`config.mk`:
```
export PLATFORM = sky130hd
export DESIGN_NAME = block_ram_burst_reader
export DESIGN_NICKNAME = d
export VERILOG_FILES = /design/src/rtl/block_ram_burst_reader_pkg.sv /design/src/rtl/block_ram_burst_reader_stream_skid_fifo.sv /design/src/rtl/block_ram_burst_reader.sv
export SDC_FILE = /design/constraint.sdc
export NUM_CORES = 1
export LEC_CHECK = 0
export BUFFER_PORTS_ARGS = -buffer_cell sky130_fd_sc_hd__buf_2
export CORE_MARGIN = 3
export CORE_UTILIZATION = 55
export CTS_BUF_LIST = sky130_fd_sc_hd__clkbuf_4 sky130_fd_sc_hd__clkbuf_8
export CTS_CLUSTER_DIAMETER = 40
export CTS_CLUSTER_SIZE = 25
export DETAILED_ROUTE_END_ITERATION = 8
export PLACE_DENSITY_LB_ADDON = 0.05
export RECOVER_POWER = 50
export REMOVE_ABC_BUFFERS = 1
export SLEW_MARGIN = 0
export SYNTH_ARGS = -nofsm -noshare
export SYNTH_HDL_FRONTEND = slang
export SYNTH_SLANG_ARGS = --single-unit
```
`constraint.sdc`:
```
create_clock -name clock -period 6.8 [get_ports clock]
set_input_delay 0.34 -clock clock [delete_from_list [all_inputs] [get_ports clock]]
set_output_delay 0.34 -clock clock [all_outputs]
set_load 0.005 [all_outputs]
```
`src/rtl/block_ram_burst_reader_pkg.sv`:
```
// Shared constants and FSM encoding for the block RAM burst reader.
package block_ram_burst_reader_pkg;

   localparam int unsigned FIFO_DEPTH   = 2;
   localparam int unsigned FIFO_COUNT_W = 2;

   typedef enum logic [1:0] {
      IDLE   = 2'd0,
      RUN    = 2'd1,
      FINISH = 2'd2
   } state_t;

endpackage

```
`src/rtl/block_ram_burst_reader_stream_skid_fifo.sv`:
```
// Two-entry FIFO; the head register drives the stream directly, and vacated
// slots are zeroed so an empty FIFO presents zero data and a clear last flag.
module stream_skid_fifo
   import block_ram_burst_reader_pkg::*;
#(
   parameter int unsigned width = 33
) (
   input  logic                    clock,
   input  logic                    reset,
   input  logic                    push,
   input  logic [width-1:0]        pushData,
   input  logic                    pop,
   output logic [width-1:0]        popData,
   output logic [FIFO_COUNT_W-1:0] count,
   output logic                    empty,
   output logic                    full
);

   logic [width-1:0] tail;
   logic             do_push;
   logic             do_pop;

   assign empty   = (count == '0);
   assign full    = (count == FIFO_COUNT_W'(FIFO_DEPTH));
   assign do_pop  = pop & ~empty;
   assign do_push = push & (~full | do_pop);

   always_ff @(posedge clock or posedge reset) begin
      if (reset) begin
         popData <= '0;
         tail    <= '0;
         count   <= '0;
      end else begin
         case ({do_push, do_pop})
            2'b10: begin
               if (empty) popData <= pushData;
               else       tail    <= pushData;
               count <= count + FIFO_COUNT_W'(1);
            end
            2'b01: begin
               popData <= tail;
               tail    <= '0;
               count   <= count - FIFO_COUNT_W'(1);
            end
            2'b11: begin
               if (full) begin
                  popData <= tail;
                  tail    <= pushData;
               end else begin
                  popData <= pushData;
               end
            end
            default: ;
         endcase
      end
   end

endmodule

```
`src/rtl/block_ram_burst_reader.sv`:
```
// Burst read initiator for a one-cycle-latency block RAM: sweeps a wrapping
// address range and returns the words as a valid/ready stream.
module block_ram_burst_reader
   import block_ram_burst_reader_pkg::*;
#(
   parameter int unsigned blockLength     = 32,
   parameter int unsigned memDepth        = 64,
   parameter int unsigned addressBitWidth = 6
) (
   input  logic                       clock,
   input  logic                       reset,
   input  logic                       start,
   input  logic [addressBitWidth-1:0] startAddress,
   input  logic [addressBitWidth:0]   burstLength,
   output logic                       busy,
   output logic                       done,
   output logic [addressBitWidth-1:0] memAddress,
   output logic                       memRead,
   input  logic [blockLength-1:0]     memData,
   output logic [blockLength-1:0]     dataOut,
   output logic                       valid,
   input  logic                       ready,
   output logic                       last
);

   localparam int unsigned LEN_W = addressBitWidth + 1;
   localparam int unsigned OCC_W = FIFO_COUNT_W + 1;
   localparam logic [LEN_W-1:0]           MAX_LEN   = LEN_W'(memDepth);
   localparam logic [addressBitWidth-1:0] LAST_ADDR = addressBitWidth'(memDepth - 1);

   state_t                  state;
   logic [LEN_W-1:0]        remaining;
   logic [LEN_W-1:0]        clamped;
   logic                    in_flight;
   logic                    in_flight_last;
   logic [FIFO_COUNT_W-1:0] fifo_count;
   logic                    fifo_empty;
   logic                    fifo_full;
   logic [blockLength:0]    head;
   logic                    pop;

   assign clamped = (burstLength > MAX_LEN) ? MAX_LEN : burstLength;
   assign valid   = ~fifo_empty;
   assign pop     = valid & ready;
   assign dataOut = head[blockLength-1:0];
   assign last    = head[blockLength];

   // Issue credit: queued words plus the read in flight, less this cycle's pop, must leave a slot
   assign memRead = (state == RUN) && (remaining != '0) && (~fifo_full || pop) &&
                    ((OCC_W'(fifo_count) + OCC_W'(in_flight)) < (OCC_W'(FIFO_DEPTH) + OCC_W'(pop)));

   stream_skid_fifo #(
      .width (blockLength + 1)
   ) u_fifo (
      .clock    (clock),
      .reset    (reset),
      .push     (in_flight),
      .pushData ({in_flight_last, memData}),
      .pop      (pop),
      .popData  (head),
      .count    (fifo_count),
      .empty    (fifo_empty),
      .full     (fifo_full)
   );

   always_ff @(posedge clock or posedge reset) begin
      if (reset) begin
         state          <= IDLE;
         busy           <= 1'b0;
         done           <= 1'b0;
         memAddress     <= '0;
         remaining      <= '0;
         in_flight      <= 1'b0;
         in_flight_last <= 1'b0;
      end else begin
         in_flight      <= memRead;
         in_flight_last <= memRead && (remaining == LEN_W'(1));
         case (state)
            IDLE: begin
               if (start) begin
                  memAddress <= startAddress;
                  remaining  <= clamped;
                  if (clamped != '0) begin
                     state <= RUN;
                     busy  <= 1'b1;
                  end else begin
                     state <= FINISH;
                     done  <= 1'b1;
                  end
               end
            end
            RUN: begin
               if (memRead) begin
                  remaining  <= remaining - LEN_W'(1);
                  memAddress <= (memAddress >= LAST_ADDR) ? '0 : memAddress + addressBitWidth'(1);
               end
               if (pop && last) begin
                  state <= FINISH;
                  busy  <= 1'b0;
                  done  <= 1'b1;
               end
            end
            FINISH: begin
               state <= IDLE;
               done  <= 1'b0;
            end
            default: begin
               state <= IDLE;
               busy  <= 1'b0;
               done  <= 1'b0;
            end
         endcase
      end
   end

endmodule

```
# Yosys cells after proc, flatten, opt, wreduce, memory -nomap -nowiden
# Cells that the tools add are included.
[totals]
ff_bits = 87
latch_bits = 0
mem_bits_rw = 0
romBits = 0
in_bits = 49
wordCells = 87
n_memories = 0
[op_classes]
addsub = 6
mul = 0
div_mod_pow = 0
n_lt_le_gt_ge = 3
eq_ne = 15
shift = 0
muxes = 27
n_bitwise = 7
n_reduce_logical = 19
[ops]
columns = ["cell", "count"]
rows = [
  ["33-bit one-hot mux with 3 select lines", 2],
  ["33-bit two-way mux", 4],
  ["7-bit two-way mux", 3],
  ["6-bit two-way mux", 3],
  ["7-bit one-hot mux with 2 select lines", 1],
  ["7-bit nonzero test", 2],
  ["6-bit one-hot mux with 2 select lines", 1],
  ["2-bit inequality test, second input constant", 5],
  ["3-bit AND reduction", 3],
  ["2-bit equality test, second input constant", 4],
  ["2-bit one-hot mux with 2 select lines", 2],
  ["7-bit by 1-bit equality test with 1-bit output, second input constant", 1],
  ["7-bit > comparator, second input constant", 1],
  ["7-bit by 1-bit subtractor with 7-bit output, second input constant", 1],
  ["6-bit by 1-bit adder with 6-bit output, second input constant", 1],
  ["6-bit greater-or-equal comparator, second input constant", 1],
  ["1-bit two-way mux", 6],
  ["2-bit two-way mux", 3],
  ["2-bit by 1-bit inequality test with 1-bit output, second input constant", 3],
  ["1-bit logical AND", 5],
  ["2-bit by 1-bit equality test with 1-bit output, second input constant", 2],
  ["2-bit zero test", 2],
  ["2-bit AND reduction", 2],
  ["4-bit AND reduction", 1],
  ["other kinds (13)", 18],
]

# Depth between registers and ports, before layout
[logic_depth]
word_depth = 9
mapped_depth = 8
ltp_nobuf = 6

# Modules after synthesis
# Synthesis repeated with hierarchy kept, for this count alone.
[hier_totals]
hier_cells = 484
area_unflattened_um2 = 4225.3
[by_module_without_submodules]
columns = ["mod", "instances", "cells_each", "area_per_inst_um2", "seq_area_each_um2"]
rows = [
  ["stream_skid_fifo", 1, 346, 3029.2, 1701.6],
  ["block_ram_burst_reader", 1, 138, 1196.1, 475.5],
]

# Worst setup path after synthesis
# Ideal clock, no wire load.
[synth_timing]
path_kind = "register to register"
from = "register in_flight"
to = "register remaining[4]"
setup_time_ps = 122
t_arrival_ps = 1500
required_ps = 6678
setup_slack_ps = 5178
path_stages_with_launch = 8
synth_period_minus_slack_ps = 1622
path_cell_list = "dfrtp_1 > ha_1 > ha_1 > o21ai_1 > a32oi_2 > buf_6 > nor2_4 > a2bb2oi_2"
[synth_via]
elab_chain_len = 5
[synth_lines]
columns = ["element", "line", "source"]
rows = [
  ["from (decl)", "block_ram_burst_reader.sv:34", "logic in_flight;"],
  ["from (signal assigned)", "block_ram_burst_reader.sv:76", "in_flight <= memRead;"],
  ["2-bit by 1-bit adder with 3-bit output", "block_ram_burst_reader.sv:50", "((OCC_W'(fifo_count) + OCC_W'(in_flight)) < (OCC_W'(FIFO_DEPTH) + OCC_W'(pop)));"],
  ["3-bit less-than comparator", "block_ram_burst_reader.sv:50", ""],
  ["1-bit logical AND", "block_ram_burst_reader.sv:49", "assign memRead = (state == RUN) && (remaining != '0) && (~fifo_full || pop) &&"],
  ["2-bit inequality test (no line)", "--", ""],
  ["3-bit AND reduction (no line)", "--", ""],
  ["to (signal assigned)", "block_ram_burst_reader.sv:82", "remaining <= clamped;"],
  ["to (signal assigned)", "block_ram_burst_reader.sv:94", "remaining <= remaining - LEN_W'(1);"],
  ["to (decl)", "block_ram_burst_reader.sv:32", "logic [LEN_W-1:0] remaining;"],
]
# No other way between the ends.
# A chain may end at the register's enable or synchronous reset.

# Final worst setup path
[layout_timing]
from = "register u_fifo.count[1]"
to = "register u_fifo.tail[21]"
[layout_via]
elab_chain_len = 9
word_cells_on_any_way = 16
[layout_lines]
columns = ["element", "line", "source"]
rows = [
  ["from (decl)", "block_ram_burst_reader_stream_skid_fifo.sv:14", "output logic [FIFO_COUNT_W-1:0] count,"],
  ["from (signal assigned)", "block_ram_burst_reader_stream_skid_fifo.sv:38", "count <= count + FIFO_COUNT_W'(1);"],
  ["from (signal assigned)", "block_ram_burst_reader_stream_skid_fifo.sv:43", "count <= count - FIFO_COUNT_W'(1);"],
  ["2-bit zero test", "block_ram_burst_reader_stream_skid_fifo.sv:23", "assign empty = (count == '0);"],
  ["1-bit NOT", "block_ram_burst_reader_stream_skid_fifo.sv:25, block_ram_burst_reader.sv:43", ""],
  ["1-bit AND", "block_ram_burst_reader.sv:44", "assign pop = valid & ready;"],
  ["1-bit AND", "block_ram_burst_reader_stream_skid_fifo.sv:25", "assign do_pop = pop & ~empty;"],
  ["1-bit OR", "block_ram_burst_reader_stream_skid_fifo.sv:26", "assign do_push = push & (~full | do_pop);"],
  ["1-bit AND", "block_ram_burst_reader_stream_skid_fifo.sv:26", ""],
  ["2-bit equality test / 2-bit by 1-bit equality test with 1-bit output (equally long branches)", "block_ram_burst_reader_stream_skid_fifo.sv:34", "case ({do_push, do_pop})"],
  ["2-bit by 1-bit inequality test with 1-bit output (no line), or another cell as far along", "--", ""],
  ["3-bit AND reduction (no line)", "--", ""],
  ["to (signal assigned)", "block_ram_burst_reader_stream_skid_fifo.sv:37", "else tail <= pushData;"],
  ["to (signal assigned)", "block_ram_burst_reader_stream_skid_fifo.sv:48", "tail <= pushData;"],
  ["to (decl)", "block_ram_burst_reader_stream_skid_fifo.sv:19", "logic [width-1:0] tail;"],
]
# Parallel ways exist; a longest one is shown, timed or not.

==> metrics <==
status=finished, final reports clean; Stages on worst setup path=6; Flop pwr share=41.0%; area grow syn2layout=16.3%; Die W=between 90 and 100 um; endpoints failing setup=0; die height=91.4 um; Setup Fix Bufs, Post-CTS=0; Avg Cell Area, Syn=8.99 um^2; Crit path arrival time=2.74 ns; vias post-DR=3433; Achievable Freq=approximately 400 MHz; Worst VDD drop=~0.25 mV; number of diodes=0; WP data required=7.01 ns; CP Buf/Inv Count=1; FF-to-FF path depth=6; TritonCTS clock tree=done; Synth Flop Type=dfrtp_1; first-pass GRT wire length=15800 um; CP endpoint kind=flip-flop; final hold vios=0; Die Area=8350 um^2; switching share of power=a little over two fifths; reg2reg setup slack=~4.3 ns; most frequent cells in the layout=nand2_1, dfrtp_1, buf_2; Critical-path top delay cell=a21oi_4; WL/cell=roughly 15 um; Net Sw Power=0.00100 W; io pins=92; gr ovfl total=0; cell row count=30; Max-Cap Viols=0; Final Critical Period=roughly 2.5 ns; CP top delay family=compound AO/OA/AOI/OAI gates; most common cell after layout, fill and taps aside=nand2_1; clk_lat worst skew=0.35 ns; Place WS=4.31 ns; multi-input combinational cell area=approximately 1700 um^2; Post-Synthesis Cells=446; layout cells sized above 1=21.9%; Worst Setup Slack, final=4.27 ns; Routability Congestion=0.914; RSZ-0062 raised after global routing=no; initial antenna violation count=0; Core Area=6940 um^2; max-slew violations=0; H-tree levels=3; largest net degree at the start of global routing=just under 90; Critical Path Start=u_fifo.count[1]$_DFFE_PP0P_; startpoint types=flip-flop; Ys Warns=0; Setup Skew=0.00980 ns; hold buffer count at CTS=0; Clock Sinks=87; Via density=~5.5; Slew @ Worst Pin=1.09 ns; number of synthesized register bits=87; hpwl dp=around 6000 um; Post-synth EDFFs=0; Residual DRC=0; Comb power frac=44.7%; min-delay worst type=primary input to flip-flop; ANT nets after route=0; fin crit share=between 30 and 40%; reg2reg end=u_fifo.tail[21]$_DFFE_PP0P_; register area share after synthesis=between 50% and 60%; vias in the first global route=about 3.3k; Slew headroom=27.6%; Pre-Repair DR Iteration Count=5; Reg-to-Reg Start=u_fifo.count[1]$_DFFE_PP0P_; total internal power=0.00131 W; register area=2180 um^2; Pwr Density=around 500 nW/um^2; asr flop ratio synth=100%; CTS buffer count=9; CTS Buffer Depth=2; clk slew on worst S/H paths=0.10 ns; Critical Path, Cell by Cell=o21ai_1, a21oi_4, a21oi_4, buf_4, nand2_1, o21ai_0; Crit Path Max Fanout=36; clock share of power=14.3%; Synth cell types=37; final WL=9340 um; worst setup path end=u_fifo.tail[21]$_DFFE_PP0P_; clock root buffer=clkbuf_8; slowest cell delay on critical path=0.82 ns; Netlist Area Pre-Place=4010 um^2; Post-Route Setup TNS=0 ns; GRT Overall Usage=a little under a quarter; Total Nets Final=580; critical path's most frequent cell=a21oi_4; Leak Pwr=2.34 nW; Fill cells=584; Initial Util=57.8%; port bufs=approximately 90; initial drt markers=296; Crit Path Category=flip-flop to flip-flop; Resize count post-CTS=0
metrics by stage:
step,area [um^2],total power [W],std cells,utilization (%),hold slack (ns)
after floorplan,3860,0.00160,418,-,0.446
after global placement,4500,0.00195,610,64.8,0.457
after detailed placement,4500,0.00200,610,64.8,0.470
after CTS,4680,0.00233,626,67.3,0.187
after global routing,4670,0.00251,626,67.2,0.182
final,4670,0.00231,626,67.2,0.194
final cells by class:
type	count	share of cell area (%)
flip-flops and latches	87	46.6
multi-input cells	320	35.7
repair buffers	96	10.4
clock buffers	10	2.82
well taps	96	2.57
clock inverters	6	0.965
inverters	11	0.912
tightest hold or removal path: cells and delay by family:
family                 cells  cell delay [ns]
buffers and inverters      1             0.09
AND/OR/NAND/NOR            2             0.09
cell usage after synthesis, types with 3 or more instances:
cell type / n / share of area [%]
nand2_1: 146 / 14
dfrtp_1: 87 / 54
o21ai_0: 39 / 4.9
a22oi_1: 33 / 6.2
nor2_1: 20 / 1.9
a21oi_1: 19 / 2.4
clkbuf_1: 13 / 1.2
inv_1: 11 / 1.0
nand3_1: 9 / 1.1
a31oi_1: 7 / 1.1
buf_2: 7 / 0.87
o21ai_1: 7 / 0.87
ha_1: 6 / 1.9
buf_4: 5 / 0.94
nor3_1: 5 / 0.62
buf_6: 3 / 0.84
nand2b_1: 3 / 0.47
nor2b_1: 3 / 0.47
cell families after synthesis:
kind of cell / synth area share, %
compound gates: 19.1
fa+ha+maj: 1.87
buf+inv: 4.90
flops: 54.3
simple gates: 19.9
state kept, by name, indices dropped and copies added, names as in the netlist:
register	count
u_fifo.popData	33
busy	1
state	2
u_fifo.count	2
remaining	7
memAddress	6
in_flight_last	1
u_fifo.tail	33
done	1
in_flight	1
power by group through the flow:
stage	logic (W)	registers, W	clock network (W)
finish	0.00103	0.000947	0.000329
global route	0.00117	0.000979	0.000363
CTS	0.00105	0.000944	0.000336
detailed placement	0.00105	0.000951	0
global placement	0.00101	0.000946	0
floorplan	0.000675	0.000926	0
worst min-delay path by stage:
stage | startpoint | endpoint | slack, ns | depth (start not counted)
CTS | memData[17] | u_fifo.popData[17]$_DFFE_PP0P_ | 0.19 | 3
detailed placement | u_fifo.tail[10]$_DFFE_PP0P_ | u_fifo.tail[10]$_DFFE_PP0P_ | 0.47 | 2
floorplan | in_flight_last$_DFF_PP0_ | u_fifo.popData[32]$_DFFE_PP0P_ | 0.45 | 2
finish | memData[17] | u_fifo.popData[17]$_DFFE_PP0P_ | 0.19 | 3
global placement | in_flight_last$_DFF_PP0_ | u_fifo.popData[32]$_DFFE_PP0P_ | 0.46 | 2
global route | memData[23] | u_fifo.popData[23]$_DFFE_PP0P_ | 0.18 | 3
metal layers:
| metal | track usage (%) | vias up | wire length (um) |
|---|---|---|---|
| met5 | 0 | - | 0 |
| met4 | 7.41 | 0 | 56 |
| met3 | 4.97 | 7 | 506 |
| met2 | 37.1 | 89 | 4620 |
| met1 | 31.4 | 1661 | 4160 |
| li1 | - | 1676 | - |
No activity file was read; power rests on OpenSTA's default activity.
